===== src/rtl/mapa_arbiter.sv =====
// mapa_arbiter: shares the map RAM between the renderer and three writers.
// Define MAPA_ARB_CONFLICT_EN to build same-cell write collision detect.
module mapa_arbiter #(
  parameter int MAPA_WIDTH   = 40,
  parameter int MAPA_HEIGHT  = 30,
  parameter int ADDR_W       = 11,
  parameter int MAX_RD_BURST = 16
) (
  input  logic              clk,
  input  logic              reset,
  input  logic              vga_active,
  input  logic              rd_req,
  input  logic [9:0]        rd_x,
  input  logic [9:0]        rd_y,
  output logic              rd_grant,
  output logic              rd_valid,
  output logic [3:0]        rd_data,
  input  logic [2:0]        wr_req,
  input  logic [29:0]       wr_x,
  input  logic [29:0]       wr_y,
  input  logic [11:0]       wr_block,
  output logic [2:0]        wr_grant,
  output logic [ADDR_W-1:0] ram_addr,
  output logic              ram_we,
  output logic [3:0]        ram_wdata,
  input  logic [3:0]        ram_rdata,
  output logic              conflict,
  output logic [2:0]        conflict_mask
);
  localparam int BW = $clog2(MAX_RD_BURST + 1);
  localparam logic [9:0] W10 = 10'(MAPA_WIDTH);
  localparam logic [9:0] H10 = 10'(MAPA_HEIGHT);
  localparam logic [BW-1:0] BMAX = BW'(MAX_RD_BURST);

  logic [1:0]    rr_ptr;
  logic [BW-1:0] burst_cnt;
  logic          rd_oor_q;

  logic          rd_el;
  logic [2:0]    wr_el;
  logic          any_w;
  logic          do_rd;
  logic          do_wr;
  logic [1:0]    widx;
  logic [2:0]    pick;
  logic [9:0]    wx;
  logic [9:0]    wy;
  logic [3:0]    wblk;
  logic [9:0]    sx;
  logic [9:0]    sy;
  logic [19:0]   lin;
  logic          oor;

  // a live grant masks its own requester for one edge
  assign rd_el = rd_req & ~rd_grant;
  assign wr_el = wr_req & ~wr_grant;
  assign any_w = |wr_el;

  always_comb begin
    widx = 2'd0;
    case (rr_ptr)
      2'd1:    widx = wr_el[1] ? 2'd1 : (wr_el[2] ? 2'd2 : 2'd0);
      2'd2:    widx = wr_el[2] ? 2'd2 : (wr_el[0] ? 2'd0 : 2'd1);
      default: widx = wr_el[0] ? 2'd0 : (wr_el[1] ? 2'd1 : 2'd2);
    endcase
    pick = 3'b001 << widx;
  end

  always_comb begin
    wx   = wr_x[9:0];
    wy   = wr_y[9:0];
    wblk = wr_block[3:0];
    unique case (1'b1)
      pick[1]: begin
        wx   = wr_x[19:10];
        wy   = wr_y[19:10];
        wblk = wr_block[7:4];
      end
      pick[2]: begin
        wx   = wr_x[29:20];
        wy   = wr_y[29:20];
        wblk = wr_block[11:8];
      end
      default: ;
    endcase
  end

  always_comb begin
    do_rd = 1'b0;
    do_wr = 1'b0;
    if (vga_active) begin
      do_wr = any_w;
      do_rd = ~any_w & rd_el;
    end else if (burst_cnt == BMAX && any_w) begin
      do_wr = 1'b1;
    end else if (rd_req) begin
      // a waiting renderer keeps blanking for itself
      do_rd = rd_el;
    end else begin
      do_wr = any_w;
    end
  end

  assign sx  = do_wr ? wx : rd_x;
  assign sy  = do_wr ? wy : rd_y;
  assign lin = 20'(sy) * 20'(MAPA_WIDTH) + 20'(sx);
  assign oor = (sx >= W10) || (sy >= H10);

  always_ff @(posedge clk) begin
    if (reset) begin
      rd_grant  <= 1'b0;
      wr_grant  <= '0;
      ram_we    <= 1'b0;
      ram_addr  <= '0;
      ram_wdata <= '0;
      rd_valid  <= 1'b0;
      rd_oor_q  <= 1'b0;
      rr_ptr    <= '0;
      burst_cnt <= '0;
    end else begin
      rd_grant <= do_rd;
      wr_grant <= do_wr ? pick : 3'b000;
      ram_we   <= do_wr & ~oor;
      rd_valid <= rd_grant;
      if (do_rd | do_wr) ram_addr <= lin[ADDR_W-1:0];
      if (do_wr) ram_wdata <= wblk;
      if (do_rd) rd_oor_q <= oor;
      if (do_wr) rr_ptr <= (widx == 2'd2) ? 2'd0 : widx + 2'd1;
      if (do_wr || wr_req == 3'b000)
        burst_cnt <= '0;
      else if (do_rd && any_w && burst_cnt != BMAX)
        burst_cnt <= burst_cnt + BW'(1);
    end
  end

  // off-map reads return the wall code
  assign rd_data = !rd_valid ? 4'd0 : (rd_oor_q ? 4'b0010 : ram_rdata);

`ifdef MAPA_ARB_CONFLICT_EN
  logic       e01;
  logic       e02;
  logic       e12;
  logic [2:0] cmask;

  assign e01 = wr_el[0] & wr_el[1] &
               (wr_x[9:0] == wr_x[19:10]) & (wr_y[9:0] == wr_y[19:10]);
  assign e02 = wr_el[0] & wr_el[2] &
               (wr_x[9:0] == wr_x[29:20]) & (wr_y[9:0] == wr_y[29:20]);
  assign e12 = wr_el[1] & wr_el[2] &
               (wr_x[19:10] == wr_x[29:20]) & (wr_y[19:10] == wr_y[29:20]);
  assign cmask = {e02 | e12, e01 | e12, e01 | e02};

  always_ff @(posedge clk) begin
    if (reset) begin
      conflict      <= 1'b0;
      conflict_mask <= '0;
    end else begin
      conflict      <= do_wr & (|cmask);
      conflict_mask <= do_wr ? cmask : 3'b000;
    end
  end
`else
  assign conflict      = 1'b0;
  assign conflict_mask = 3'b000;
`endif
endmodule


===== config.mk =====
export PLATFORM = sky130hd
export DESIGN_NAME = mapa_arbiter
export DESIGN_NICKNAME = d
export VERILOG_FILES = /design/src/rtl/mapa_arbiter.sv
export SDC_FILE = /design/constraint.sdc
export NUM_CORES = 1
export LEC_CHECK = 0
export CAP_MARGIN = 40
export CORE_MARGIN = 3
export CORE_UTILIZATION = 40
export DETAILED_ROUTE_END_ITERATION = 7
export PLACE_DENSITY = 0.81
export SLEW_MARGIN = 40
export SYNTH_ARGS = -nofsm -noshare
export SYNTH_HDL_FRONTEND = slang
export SYNTH_SLANG_ARGS = --single-unit

===== constraint.sdc =====
create_clock -name clk -period 6.6 [get_ports clk]
set_input_delay 1.32 -clock clk [delete_from_list [all_inputs] [get_ports clk]]
set_output_delay 1.32 -clock clk [all_outputs]
set_load 0.005 [all_outputs]

==> metrics, run 1 <==
Post-Route WL 8.16 mm; number of antenna-violating nets in the routed design 0; CP arrival 6.46 ns; slowest CP cell clkdlybuf4s50_1; P_leak 1.56 nW; Max Buffers Root-to-Sink 2; Die X-Extent 85.3 µm; Most Frequent Cell on Critical Path ha_1; sw power 0.407 mW; clk_lat worst skew 0.29 ns; Synth Area in Compound Gates 26.7%; Tmin final 6.22 ns; Worst-path clk slew 0.07 ns; Global Route Usage Sum 22.4%; CTS Root Buffer Type clkbuf_8; Area Growth Syn to Fin 57.2%; # setup viols final 0; Internal 0.590 mW; total grt overflow 0; Max-Cap Viols 0; First-pass DRT Iterations 4; DRC violations left 0; Ant. Diodes 0; global-route wire length before repair 13.1 mm; Seq/Total Area, Yosys 23.1%; DR iter-0 viols 145; CP endpoint kind flip-flop; Logic pwr share 63.2%; Slew headroom 57.1%; Max Clk Rate 161 MHz; Post-CTS Setup Inserts 0; DR WL/cell 15.2 µm; # port buffers 127; largest net degree at the start of global routing 30; EDFF count, synth 0; GP Congestion 0.839; Worst EP required 6.84 ns; post-synthesis xor/xnor area fraction 3.48%; clk_skew 0.0122 ns; Yosys cell types 51; Worst Hold Depth 2; Top-Level Pins 132; via count 2911; Via density 5.41; register bit total from synthesis 29; fin nets 591; Layout Utilization 66.0%; unrepaired setup endpoints after global routing false; Pins Over Slew Limit 0; layout cells sized above 1 6.05%; Core Box Area 0.00599 mm²; adder-cell area share of the yosys netlist 13.5%; Starting Density 42.0%; cell breakdown of the critical path clkdlybuf4s50_1 -> nor2b_4 -> a32oi_1 -> o21ai_0 -> inv_1 -> ha_1 -> a22oi_1 -> nor2_1 -> a21oi_1 -> o21ai_0 -> ha_1 -> ha_1 -> fa_1 -> ha_1 -> inv_1 -> o221ai_1 -> o41ai_2 -> nand2_1 -> a2111oi_2 -> nand3b_1; Final Hold Viols 0; R2R cell count 18; mux cell area share after synthesis 1.59%; largest family of logic cells by synthesized area compound AO/OA/AOI/OAI gates; area occupied by multi-input gates 0.00180 mm²; Avg Cell Area, Syn 7.44 µm²; CP max FO 14; htree depth 2; CP Launch Type input pin; worst IR drop on VDD 0.000143 V; Synth async-reset ratio 0%; Least-Margin Pin Slew 0.643 ns; clock sinks 29; Die Y 85.3 µm; part of the power in registers 22.3%; initial antenna violation count 0; FILL cells 533; CP max stage delay 0.51 ns; yosys warns 0; Synth Flop Type dfxtp_1; Cells after Synth 338; outcome finished clean; Mapped Area 0.00251 mm²; Clock Power Share 14.6%; DP Wirelength 6.74 mm; Sw Ratio 40.8%; Crit Path Class in2reg; register area 581 µm²; pwr/cell area 252 mW/mm²; setup TNS 0 ns; HP Class reg2reg; CTS tree yes; fin crit share 94.3%; Post-Synth Simple-Gate Area 25.1%; number of global-route vias before repair 2783; cts bufs inserted 5; die area 0.00727 mm²; cell row count 28
-- power groups by stage --
| stage | registers [mW] | clock network [mW] | logic [mW] |
|---|---|---|---|
| 3_5_place_dp | 0.226 | 0 | 0.618 |
| 3_3_place_gp | 0.225 | 0 | 0.598 |
| 5_1_grt | 0.226 | 0.153 | 0.707 |
| 2_1_floorplan | 0.225 | 0 | 0.399 |
| 4_1_cts | 0.222 | 0.146 | 0.622 |
| 6_report | 0.222 | 0.145 | 0.630 |
-- cell type report --
| cell class | instances | share of cell area [%] |
|---|---|---|
| inverter | 15 | 1.42 |
| clock buffer | 5 | 1.74 |
| sequential | 29 | 14.7 |
| clock inverter | 3 | 0.443 |
| tap | 75 | 2.37 |
| multi-input combinational | 276 | 45.6 |
| timing repair buffer | 135 | 33.7 |
-- stage by stage --
stage / hold WS, ns / instance area [µm²] / setup WS (ns) / power, mW / instances
after detailed placement: 0.450 / 3860 / -0.0687 / 0.843 / 530
after global placement: 0.445 / 3860 / 0.311 / 0.823 / 530
final: 0.458 / 3950 / 0.377 / 0.997 / 538
after CTS: 0.458 / 3950 / 0.241 / 0.989 / 538
after global routing: 0.494 / 3950 / 0.0982 / 1.09 / 538
after floorplan: 0.448 / 2520 / 1.03 / 0.625 / 341
-- per-layer routing --
layer | global-route usage [%] | up-vias | routed length, µm
li1 | - | 1453 | -
met1 | 27.8 | 1317 | 3420
met2 | 38.6 | 123 | 4000
met3 | 3.79 | 18 | 539
met4 | 8.78 | 0 | 202
met5 | 0 | - | 0
-- registers in the layout (all words and copies together), names as in the netlist --
signal / cells
burst_cnt: 5
ram_addr: 11
ram_wdata: 4
ram_we: 1
rd_grant: 1
rd_oor_q: 1
rd_valid: 1
rr_ptr: 2
wr_grant: 3
-- worst paths after layout --
path / startpoint / end / slack, ns
hold / removal: ram_addr[8] / ram_addr[8] / 0.46
setup / recovery: wr_req[1] / ram_addr[10] / 0.38
hold reg to reg: ram_addr[8] / ram_addr[8] / 0.46
setup reg to reg: rr_ptr[0] / ram_addr[10] / 1.43
-- Yosys cell counts, drive strengths merged (2+ instances only) --
cell type / number / area [µm²]
buf: 9 / 57.6
nand2b: 6 / 37.5
o211ai: 2 / 15.0
clkbuf: 12 / 45.0
nor2: 42 / 160
ha: 24 / 300
fa: 2 / 40.0
or3: 3 / 18.8
dfxtp: 29 / 581
a22oi: 22 / 165
xor2: 4 / 35.0
and2: 6 / 37.5
a211oi: 6 / 50.1
a21o: 3 / 22.5
nand4: 3 / 18.8
o21a: 2 / 15.0
inv: 15 / 56.3
nor2b: 7 / 51.3
nor3: 7 / 35.0
nand2: 37 / 139
mux2i: 4 / 40.0
nand3: 7 / 35.0
a21oi: 35 / 175
xnor2: 6 / 52.6
nand3b: 2 / 15.0
a311oi: 4 / 35.0
nor4: 3 / 25.0
o21ai: 20 / 100
-- worst max-delay path: cells and delay by family --
family / cells / cell delay [ns]
AO/OA/AOI/OAI: 8 / 2.07
buffers and inverters: 3 / 0.74
AND/OR/NAND/NOR: 4 / 0.60
adder cells (fa/ha/maj): 5 / 1.75
-- repair_timing --
| item | 4_1_cts | 5_1_grt |
|---|---|---|
| setup endpoints to repair | 0 | 1 |
| endpoints found under the hold margin | 0 | 0 |
| hold buffers | 0 | 0 |
| resized for setup | 0 | 1 |
-- placed cells by master, fill, tap and decap left out, types with 2 or more instances in the layout --
cell | netlist | layout
o21a_1 | 2 | 2
nand2b_1 | 6 | 6
clkdlybuf4s50_1 | 0 | 127
a211oi_1 | 5 | 5
nor2_1 | 41 | 41
nor4_1 | 2 | 2
a311oi_1 | 4 | 4
nor3_1 | 7 | 7
o21ai_0 | 20 | 20
clkinv_2 | 0 | 2
nand4_1 | 3 | 3
inv_1 | 15 | 15
fa_1 | 2 | 2
conb_1 | 1 | 4
clkbuf_8 | 0 | 5
and2_1 | 6 | 6
nand3_1 | 7 | 7
a21o_1 | 3 | 3
a21oi_1 | 35 | 35
nand2_1 | 37 | 37
a22oi_1 | 22 | 22
or3_1 | 3 | 3
o211ai_1 | 2 | 2
buf_4 | 4 | 8
xnor2_1 | 6 | 6
nand3b_1 | 2 | 2
mux2i_1 | 4 | 4
nor2b_1 | 6 | 6
ha_1 | 24 | 24
dfxtp_1 | 29 | 29
xor2_1 | 4 | 4
-- logic make-up after synthesis --
group,count (synthesis)
XOR/XNOR,10
AND/OR/NAND/NOR,129
adder cells (fa/ha/maj),26
other,1
buffers and inverters,36
multiplexers,4
flip-flops,29
AO/OA/AOI/OAI,103
(Power assumes the default switching activity.)
==> run 2: changes to the inputs <==
--- a/config.mk
+++ b/config.mk
@@ -6,7 +6,7 @@
 export NUM_CORES = 1
 export LEC_CHECK = 0
 export CAP_MARGIN = 40
-export CORE_MARGIN = 3
+export CORE_MARGIN = 2
 export CORE_UTILIZATION = 40
 export DETAILED_ROUTE_END_ITERATION = 7
 export PLACE_DENSITY = 0.81
==> run 2 against run 1 <==
First-iteration DRC count is 6.2% higher. Non-clock buffer count is 4 lower. Cell count is 0.74% lower. Die area is 4.6% lower. Highest routed layer unchanged. Hold slack worse by 0.0017 ns. Critical path depth is 1 higher.
==> metrics, run 2 (same netlist as run 1, synthesis figures left out) <==
outcome finished clean; CP arrival 6.34 ns (-0.12 ns); Top-Level Pins 132 (unchanged); setup TNS 0 ns (unchanged); Global Route Usage Sum 23.1% (+0.70 points); Max Clk Rate 164 MHz (+1.9%); worst slack, placed 0.190 ns (+0.258 ns); total power 1.04 mW (+4.3%); cell row count 28 (unchanged); Least-Margin Pin Slew 0.692 ns (+0.0487 ns); # setup viols final 0 (unchanged); DR WL/cell 15.0 µm (-1.2%); # port buffers 127 (unchanged); length of routed met2 wiring 3.95 mm (-1.3%); slowest CP cell clkdlybuf4s50_1; total grt overflow 0 (unchanged); met3 WL 567 µm (+5.2%); clock sinks 29 (unchanged); Hold Buf Count CTS 0 (unchanged); unrepaired setup endpoints after global routing false; Area Growth Syn to Fin 57.6%; Slew headroom 53.9% (-3.2 points); most frequent cells in the layout clkdlybuf4s50_1 (126), nor2_1 (41), nand2_1 (37); CP max FO 18 (+4); initial antenna violation count 0 (unchanged); DR iter-0 viols 154 (+6.2%); post-route setup slack 0.490 ns (+0.114 ns); clk_skew 0.00306 ns (-0.00911 ns); fin nets 587 (-0.68%); Starting Density 42.0% (unchanged); Top reg by flops ram_addr; max reg flops 11 (unchanged); clk_lat worst skew 0.28 ns (about the same); Post-Route WL 8.00 mm (-1.9%); CP Buf/Inv Count 4 (+1); die area 0.00693 mm² (-4.6%); htree depth 2 (unchanged); CTS Root Buffer Type clkbuf_8; Core Box Area 0.00599 mm² (unchanged); DP Wirelength 6.49 mm (-3.7%); DR top layer met4; Final Cell Area 0.00396 mm² (+0.25%); CP Launch Type input pin; Worst EP required 6.83 ns (about the same); Die X-Extent 83.3 µm (-2.3%); number of global-route vias before repair 2866 (+3.0%); Via density 5.40 (-0.22%); Tmin final 6.11 ns (-0.114 ns); via count 2883 (-0.96%); Placement Cell Area 0.00384 mm² (-0.58%); top flop regs ram_addr (11), burst_cnt (5), ram_wdata (4); wl on met1 3.33 mm (-2.7%); GP Congestion 0.947 (+13%); cell breakdown of the critical path clkdlybuf4s50_1 -> nor2b_4 -> a32oi_1 -> o21ai_0 -> inv_1 -> ha_1 -> buf_4 -> a22oi_1 -> nor2_1 -> a21oi_1 -> o21ai_0 -> ha_1 -> ha_1 -> fa_1 -> ha_1 -> inv_1 -> o221ai_1 -> o41ai_2 -> nand2_1 -> a2111oi_2 -> nand3b_1; Worst-path clk slew 0.06 ns (about the same); fin crit share 92.6% (-1.7 points); worst IR drop on VDD 0.000138 V (-3.9%); Ant. Diodes 0 (unchanged); cts bufs inserted 5 (unchanged); P_leak 1.55 nW (about the same); DRC violations left 0 (unchanged); number of antenna-violating nets in the routed design 0 (unchanged); Final Hold Viols 0 (unchanged); global-route wire length before repair 13.3 mm (+1.4%); Most Frequent Cell on Critical Path ha_1; Max Buffers Root-to-Sink 2 (unchanged); most common cell after layout, fill and taps aside clkdlybuf4s50_1; CP max stage delay 0.51 ns (about the same); delay-heaviest family, CP compound AO/OA/AOI/OAI gates; First-pass DRT Iterations 5 (+1); Die Y 83.3 µm (-2.3%); CTS tree yes; HP Class reg2reg; layout cells sized above 1 5.45% (-0.60 points); Max-Cap Viols 0 (unchanged); Pins Over Slew Limit 0 (unchanged); CP endpoint kind flip-flop; Crit Path Class in2reg; largest net degree at the start of global routing 37 (+23%); pwr/cell area 263 mW/mm² (+4.1%)
[run 2: where the power goes]
| part | switching (mW) | internal, mW |
|---|---|---|
| combinational | 0.315 | 0.313 |
| sequential | 0.0163 | 0.205 |
| clock | 0.0681 | 0.123 |
| total | 0.399 | 0.641 |
[run 2: worst register-to-register path, cell delays in order, from the launching register on]
cell and delay (ns):
dfxtp_1 0.36, inv_1 0.06, ha_1 0.33, o31ai_1 0.43
inv_1 0.17, ha_2 0.51, buf_12 0.22, nor2_1 0.07
a21oi_1 0.13, nor2_1 0.08, a21o_1 0.21, ha_1 0.20
ha_1 0.20, fa_1 0.44, ha_1 0.32, inv_1 0.10
o221ai_1 0.18, o41ai_2 0.38, nand2_1 0.12, a2111oi_2 0.35
nand3b_1 0.14
[run 2: what timing repair did]
action / CTS / global route
endpoints found under the setup margin: 0 / 1
gates resized for setup: 0 / 2
endpoints found under the hold margin: 0 / 0
buffers inserted: 0 / 0
[run 2: cell type report]
class,count,area (µm²)
Timing Repair Buffer,131,1310
Fill cell,504,2030
Inverter,15,56.3
Tap cell,75,93.8
Clock inverter,1,30.0
Multi-Input combinational cell,276,1810
Clock buffer,7,86.3
Sequential cell,29,581
[run 2: per-stage QoR]
step / instances / util (%) / hold slack [ns]
detailed placement: 526 / 64.0 / 0.453
finish: 534 / 66.1 / 0.456
CTS: 534 / 66.0 / 0.460
global placement: 526 / 64.1 / 0.443
floorplan: 341 / - / 0.448
global route: 534 / 66.1 / 0.481
[run 2: path summary, 6_finish.rpt]
| kind | startpoint | cells past startpoint | slack [ns] | to |
|---|---|---|---|---|
| max | wr_req[1] | 21 | 0.49 | ram_addr[10] |
| min | ram_addr[8] | 2 | 0.46 | ram_addr[8] |
| min reg2reg | ram_addr[8] | 2 | 0.46 | ram_addr[8] |
| max reg2reg | rr_ptr[0] | 20 | 1.55 | ram_addr[10] |
[run 2: routing by layer]
metal  up-vias  track usage (%)
met4         0             7.45
li1       1451                -
met3        14             4.87
met2       126             40.7
met1      1292             27.9
met5         -                0
==> run 3: changes to the inputs <==
--- a/config.mk
+++ b/config.mk
@@ -5,6 +5,7 @@
 export SDC_FILE = /design/constraint.sdc
 export NUM_CORES = 1
 export LEC_CHECK = 0
+export ABC_CLOCK_PERIOD_IN_PS = 6600
 export CAP_MARGIN = 40
 export CORE_MARGIN = 2
 export CORE_UTILIZATION = 40
==> results of run 3 <==
The final DEF is identical to that of run 2; final timing and power are the same.
